`src/rtl/simon_key_schedule.sv`:
```
// Simon 32/64 round-key generator.
// Loads a 64-bit master key, then streams ROUNDS 16-bit round keys k0..k(ROUNDS-1)
// over a valid/ready handshake. Each key is derived on the fly from a 4-word sliding window.
// Ports:
//   clk, rst             rising-edge clock, synchronous active-high reset
//   key_in, key_valid    master key {k3,k2,k1,k0}; accepted when key_valid && key_ready
//   key_ready            high while idle
//   rk_out, rk_index     current round key and its index
//   rk_last              marks the final round key
//   rk_valid, rk_ready   round-key handshake
//   busy                 high while streaming
module simon_key_schedule #(
  parameter int unsigned ROUNDS = 32,
  parameter logic [61:0] Z_SEQ  = 62'b11111010001001010110000111001101111101000100101011000011100110
) (
  input  logic        clk,
  input  logic        rst,
  input  logic [63:0] key_in,
  input  logic        key_valid,
  output logic        key_ready,
  output logic [15:0] rk_out,
  output logic [4:0]  rk_index,
  output logic        rk_last,
  output logic        rk_valid,
  input  logic        rk_ready,
  output logic        busy
);

  localparam int unsigned KW = 16;
  localparam int unsigned IW = 5;
  localparam int unsigned JW = 6;
  localparam logic [IW-1:0] LAST_IDX = IW'(ROUNDS - 1);
  localparam logic [JW-1:0] J_MAX    = JW'(61);

  typedef enum logic {IDLE, RUN} state_t;

  state_t        state, state_nx;
  logic [KW-1:0] w0, w1, w2, w3;
  logic [KW-1:0] w0_nx, w1_nx, w2_nx, w3_nx;
  logic [IW-1:0] idx_nx;
  logic [JW-1:0] j, j_nx;
  logic [KW-1:0] tmp_a, tmp_b, new_word;
  logic          z_bit;
  logic          load, xfer;

  assign rk_out = w0;
  assign load   = key_valid && key_ready;
  assign xfer   = rk_valid && rk_ready;

  // Next window word; z is stored with z[0] as the MSB of Z_SEQ.
  always_comb begin
    tmp_a    = {w3[2:0], w3[15:3]} ^ w1;
    tmp_b    = tmp_a ^ {tmp_a[0], tmp_a[15:1]};
    z_bit    = Z_SEQ[J_MAX - j];
    new_word = 16'hFFFC ^ {15'b0, z_bit} ^ w0 ^ tmp_b;
  end

  // Next-state and window update.
  always_comb begin
    state_nx = state;
    w0_nx    = w0;
    w1_nx    = w1;
    w2_nx    = w2;
    w3_nx    = w3;
    idx_nx   = rk_index;
    j_nx     = j;
    case (state)
      IDLE: begin
        if (load) begin
          state_nx = RUN;
          w0_nx    = key_in[15:0];
          w1_nx    = key_in[31:16];
          w2_nx    = key_in[47:32];
          w3_nx    = key_in[63:48];
          idx_nx   = '0;
          j_nx     = '0;
        end
      end
      RUN: begin
        if (xfer) begin
          w0_nx  = w1;
          w1_nx  = w2;
          w2_nx  = w3;
          w3_nx  = new_word;
          idx_nx = rk_index + IW'(1);
          j_nx   = (j == J_MAX) ? '0 : j + JW'(1);
          if (rk_index == LAST_IDX) state_nx = IDLE;
        end
      end
      default: state_nx = IDLE;
    endcase
  end

  // State, window and registered handshake outputs.
  always_ff @(posedge clk) begin
    if (rst) begin
      state     <= IDLE;
      w0        <= '0;
      w1        <= '0;
      w2        <= '0;
      w3        <= '0;
      rk_index  <= '0;
      j         <= '0;
      key_ready <= 1'b1;
      rk_valid  <= 1'b0;
      rk_last   <= 1'b0;
      busy      <= 1'b0;
    end else begin
      state     <= state_nx;
      w0        <= w0_nx;
      w1        <= w1_nx;
      w2        <= w2_nx;
      w3        <= w3_nx;
      rk_index  <= idx_nx;
      j         <= j_nx;
      key_ready <= (state_nx == IDLE);
      rk_valid  <= (state_nx == RUN);
      busy      <= (state_nx == RUN);
      rk_last   <= (state_nx == RUN) && (idx_nx == LAST_IDX);
    end
  end

endmodule

```
`config.mk`:
```
export PLATFORM = sky130hd
export DESIGN_NAME = simon_key_schedule
export DESIGN_NICKNAME = d
export VERILOG_FILES = /design/src/rtl/simon_key_schedule.sv
export SDC_FILE = /design/constraint.sdc
export NUM_CORES = 1
export LEC_CHECK = 0
export CORE_MARGIN = 5
export CORE_UTILIZATION = 40
export DETAILED_ROUTE_END_ITERATION = 10
export MAX_ROUTING_LAYER = met4
export PLACE_DENSITY = 0.66
export SYNTH_ARGS = -nofsm -noshare
export SYNTH_HDL_FRONTEND = slang
export SYNTH_SLANG_ARGS = --single-unit
export TNS_END_PERCENT = 20
```
`constraint.sdc`:
```
create_clock -name clk -period 3.2 [get_ports clk]
set_input_delay 0.64 -clock clk [delete_from_list [all_inputs] [get_ports clk]]
set_output_delay 0.64 -clock clk [all_outputs]
set_load 0.03 [all_outputs]
```
== After elaboration in Yosys (flattened, before gate mapping) ==
Memory sizes are Yosys's and may differ from the RTL's.
Cells that the tools add are included.

* Logic and storage cells: 53
* Memories: 1
* Bits in registers: 78
* Input port bits: 68
* Bits in read-only memories: 64

* Reduce and logical (&&, ||, !) cells: 4
* Eq/ne operators: 5
* Bitwise operators: 6
* $add $sub $neg: 3
* Magnitude comparators: 1
* Mux-type cells: 24

{| class="wikitable"
|+ Memory list
! memory !! depth !! width !! read ports !! clocked after Yosys merged registers in !! write ports !! line !! RTL
|-
| (no name shown) || 64 || 1 || 1 || 0 || 0 || 54 || <nowiki>z_bit = Z_SEQ[J_MAX - j];</nowiki>
|}

{| class="wikitable"
|+ Operators by type and width
! cell !! number
|-
| 2-to-1 mux 16 bit || 8
|-
| one-hot mux 16 bit (2 select lines) || 4
|-
| bitwise XOR 16 bit || 4
|-
| 2-to-1 mux 6 bit || 3
|-
| one-hot mux 6 bit (2 select lines) || 1
|-
| equality test 5 bit, second input constant || 2
|-
| 2-to-1 mux 5 bit || 2
|-
| one-hot mux 5 bit (2 select lines) || 1
|-
| less-than comparator 6 x 7 -> 1 bit, second input constant || 1
|-
| adder 6 x 1 -> 6 bit, second input constant || 1
|-
| equality test 6 bit, second input constant || 1
|-
| subtractor 6 bit, first input constant || 1
|-
| adder 5 x 1 -> 5 bit, second input constant || 1
|-
| 2-to-1 mux 1 bit || 4
|-
| logical AND 1 bit || 3
|-
| != test 2 x 1 -> 1 bit, second input constant || 1
|-
| != test 2 bit, second input constant || 1
|-
| NOT 1 bit || 2
|-
| one-hot mux 1 bit (2 select lines) || 1
|-
| AND reduction 2 bit || 1
|}

== Longest topological paths before layout ==
* Depth after elaboration: 7
* Depth in mapped cells: 7

== Worst setup path before layout ==
OpenSTA, ideal clock, no wires.

* Kind: register to register
* Start: register j[1]
* End: register w3[0]
* Slack: 0.777 ns
* Required time: 3.105 ns
* Library setup time: 0.095 ns
* Path buffers: 0
* Cell stages (with the launch flop): 7
* Arrival time: 2.328 ns
* Clock period less this slack: 2.423 ns
* Cells stage by stage: dfxtp_1 -> inv_1 -> ha_1 -> mux4_1 -> mux4_2 -> xnor2_1 -> a221oi_1

* Cells in the longest elaborated chain, start to end: 7

{| class="wikitable"
|+ Ends and longest elaborated chain
! what !! line !! RTL
|-
| start, declared || 41 || <nowiki>logic [JW-1:0] j, j_nx;</nowiki>
|-
| start signal, assigned || 115 || <nowiki>j <= j_nx;</nowiki>
|-
| subtractor 6 bit || 54 ||
|-
| memory (64 x 1 bit) || -- ||
|-
| 2-to-1 mux 1 bit (implied by the code) || 54 ||
|-
| bitwise XOR 16 bit (2 in a row) || 55 || <nowiki>new_word = 16'hFFFC ^ {15'b0, z_bit} ^ w0 ^ tmp_b;</nowiki>
|-
| 2-to-1 mux 16 bit || 80 || <nowiki>if (xfer) begin</nowiki>
|-
| one-hot mux 16 bit (2 select lines) || 67 || <nowiki>case (state)</nowiki>
|-
| end signal, assigned || 113 || <nowiki>w3 <= w3_nx;</nowiki>
|-
| end, declared || 38 || <nowiki>logic [KW-1:0] w0, w1, w2, w3;</nowiki>
|}

No other way between the ends. The select of a mux whose other input is x is not followed.
A chain may end at the register's enable or synchronous reset.

== Worst setup path in the final report ==
Ends and elaborated chain as after synthesis.

==> impl_metrics.env <==
export IMPL_cp_start_kind="flip-flop"
export IMPL_clkSinkCount=78
export IMPL_ir_drop_uv=251.0
export IMPL_hp_class="flip-flop to flip-flop"
export IMPL_drc=0
export IMPL_grt_overflow_total=0
export IMPL_row_count=37
export IMPL_num_antenna_cells=0
export IMPL_tightest_slew_ps=824.1
export IMPL_antenna_found_initial=0
export IMPL_routed_via_density=5.045
export IMPL_rsz0062_at_grt="no"
export IMPL_yosys_area_top_type="dfxtp_1"
export IMPL_power_uw=2794
export IMPL_gp_congestion=0.8071
export IMPL_die_y_um=111.4
export IMPL_drv_cap=0
export IMPL_slew_headroom=0.4506
export IMPL_drive_above_1_share=0.05948
export IMPL_min_period_over_period=0.8267
export IMPL_clock_skew_ps=12.40
export IMPL_wire_per_inst_um=15.34
export IMPL_clk_pin_slew_ps=90
export IMPL_dpl_hpwl_um=7399
export IMPL_postCtsHoldBufs=0
export IMPL_grt_start_max_net_pins=76
export IMPL_h_tree_depth=3
export IMPL_synth_area_leaders="dfxtp_1 38%, mux2i_1 13%, xnor2_1 10%, a211oi_1 8.8%, nor2_1 5.8%"
export IMPL_syn_instance_count=455
export IMPL_async_reset_ff_frac=0
export IMPL_arrival_ps=2900
export IMPL_fin_setup_tns_ps=0
export IMPL_post_cts_buffers=0
export IMPL_initial_core_util=0.4042
export IMPL_vias=3400
export IMPL_numCtsBuffers=9
export IMPL_p_leak_uw=0.001985
export IMPL_ctsResizeCount=0
export IMPL_cts_tree="yes"
export IMPL_wirelength_um=10340
export IMPL_crit_type="flip-flop to flip-flop"
export IMPL_clk_path_buf_depth=2
export IMPL_ant_nets=0
export IMPL_hold_depth=2
export IMPL_grt_pass1_wl_um=16930
export IMPL_power_density_nw_per_um2=521.1
export IMPL_port_buffers=92
export IMPL_critPathMaxFanout=7
export IMPL_die_w_um=111.4
export IMPL_whs_ps=488.1
export IMPL_status="finished clean"
export IMPL_cp_end_kind="flip-flop"
export IMPL_min_period_ps=2645
export IMPL_setup_viol=0
export IMPL_drt_iter0_markers=107
export IMPL_yosysWarnings=0
export IMPL_fmaxAchievable_mhz=378.0
export IMPL_cts_root_buf="clkbuf_8"
export IMPL_grt_total_usage=0.1697
export IMPL_ys_seq_area_frac=0.3793
export IMPL_clkLatencyLatePin_ps=350
export IMPL_r2r_setup_slack_ps=550
export IMPL_critPathRequiredTime_ps=3450
export IMPL_syn_cell_area_um2=4116
export IMPL_ys_flop_type="dfxtp_1"
export IMPL_slew_violations=0
export IMPL_rr_worst_depth=6
export IMPL_final_nets=612
export IMPL_stdcell_count=674
export IMPL_ys_seq_elements=78
export IMPL_synth_fp_nets=534
export IMPL_syn_to_final_growth_pct=30.24
export IMPL_first_pass_iters=4
export IMPL_synth_edf_count=0
export IMPL_io_pins=93
export IMPL_dieArea_um2=12420
export IMPL_syn_area_per_cell_um2=9.047
export IMPL_synth_top_area_share=0.3793
export IMPL_yosysUniqueCellTypes=36
export IMPL_hold_viol=0
export IMPL_core_area_um2=10180
export IMPL_grt_pass1_vias=3316
export IMPL_dp_cells=658
-- final cells by class --
cell class	instances	area (um2)
Tap cell	136	170.2
Inverter	7	26.28
Fill cell	980	4823
Sequential cell	78	1565
Clock buffer	9	123.9
Multi-Input combinational cell	337	2397
Timing Repair Buffer	100	975.9
Clock inverter	7	102.6
-- layout by cell type (no fill, tap or decap), types with 7 or more instances in the layout --
master,synthesis,routed
ha_1,11,11
clkbuf_8,0,9
a21o_1,12,12
xnor2_1,49,49
clkdlybuf4s50_1,0,91
buf_4,2,8
inv_1,7,7
a211oi_1,48,48
nand3_1,7,7
nand2_1,26,25
a21oi_1,33,33
dfxtp_1,78,77
mux2i_1,52,52
nor2_1,64,64
-- worst paths after layout --
path	from	end
hold / removal	w3[13]$_SDFFE_PP0P_	w3[13]$_SDFFE_PP0P_
setup reg to reg	j[1]$_SDFFE_PP0P_	w3[0]$_SDFFE_PP0P_
hold reg to reg	w3[13]$_SDFFE_PP0P_	w3[13]$_SDFFE_PP0P_
setup / recovery	j[1]$_SDFFE_PP0P_	w3[0]$_SDFFE_PP0P_
-- cell usage after synthesis (all sizes together), types with 3 or more instances --
library cell	count
nand3	7
mux4	3
a211o	3
xor2	3
inv	7
dfxtp	78
nor2	64
clkbuf	26
o21ai	3
a31oi	3
buf	7
a21o	12
xnor2	50
a21oi	33
mux2i	52
nand2	26
a211oi	48
ha	11
-- critical path, cell delays in order, from the launching register on --
cell and delay, ps:
dfxtp_1 450, inv_1 170, ha_1 450, mux4_1 580
mux4_2 480, xnor2_1 140, a221oi_1 290
-- report_power, final --
group | internal [uW] | switching, uW | total [uW]
clock | 452 | 396 | 848
sequential | 1070 | 101 | 1170
combinational | 403 | 377 | 779
total | 1920 | 873 | 2790
-- flip-flops by register name, summed over array words and instances, names as in the netlist --
signal / count
rk_out: 16
w1: 16
w2: 16
w3: 16
j: 6
rk_index: 5
key_ready: 1
rk_last: 1
state: 1
-- layer usage --
metal / routed length [um] / track usage
met1: 5040 / 0.2230
met2: 4833 / 0.2678
met3: 306 / 0.03315
met4: 157 / 0.04623
met5: 0 / -
-- stage by stage --
stage,setup WS [ps],util,cell area (um2)
detailed placement,563.6,0.5042,5135
global route,426.0,0.5264,5361
CTS,547.2,0.5264,5361
floorplan,777.0,-,4116
finish,554.6,0.5264,5361
global placement,694.1,0.5042,5135
-- cells by family (layout without fill, tap and decap cells) --
group / after synthesis / in the layout / synth area share
buffers and inverters: 40 / 123 / 0.03890
adder cells (fa/ha/maj): 11 / 11 / 0.03343
AND/OR/NAND/NOR: 107 / 107 / 0.1061
AO/OA/AOI/OAI: 109 / 109 / 0.1784
XOR/XNOR: 53 / 53 / 0.1146
flip-flops: 78 / 78 / 0.3793
multiplexers: 57 / 57 / 0.1492
(Power assumes the default switching activity.)
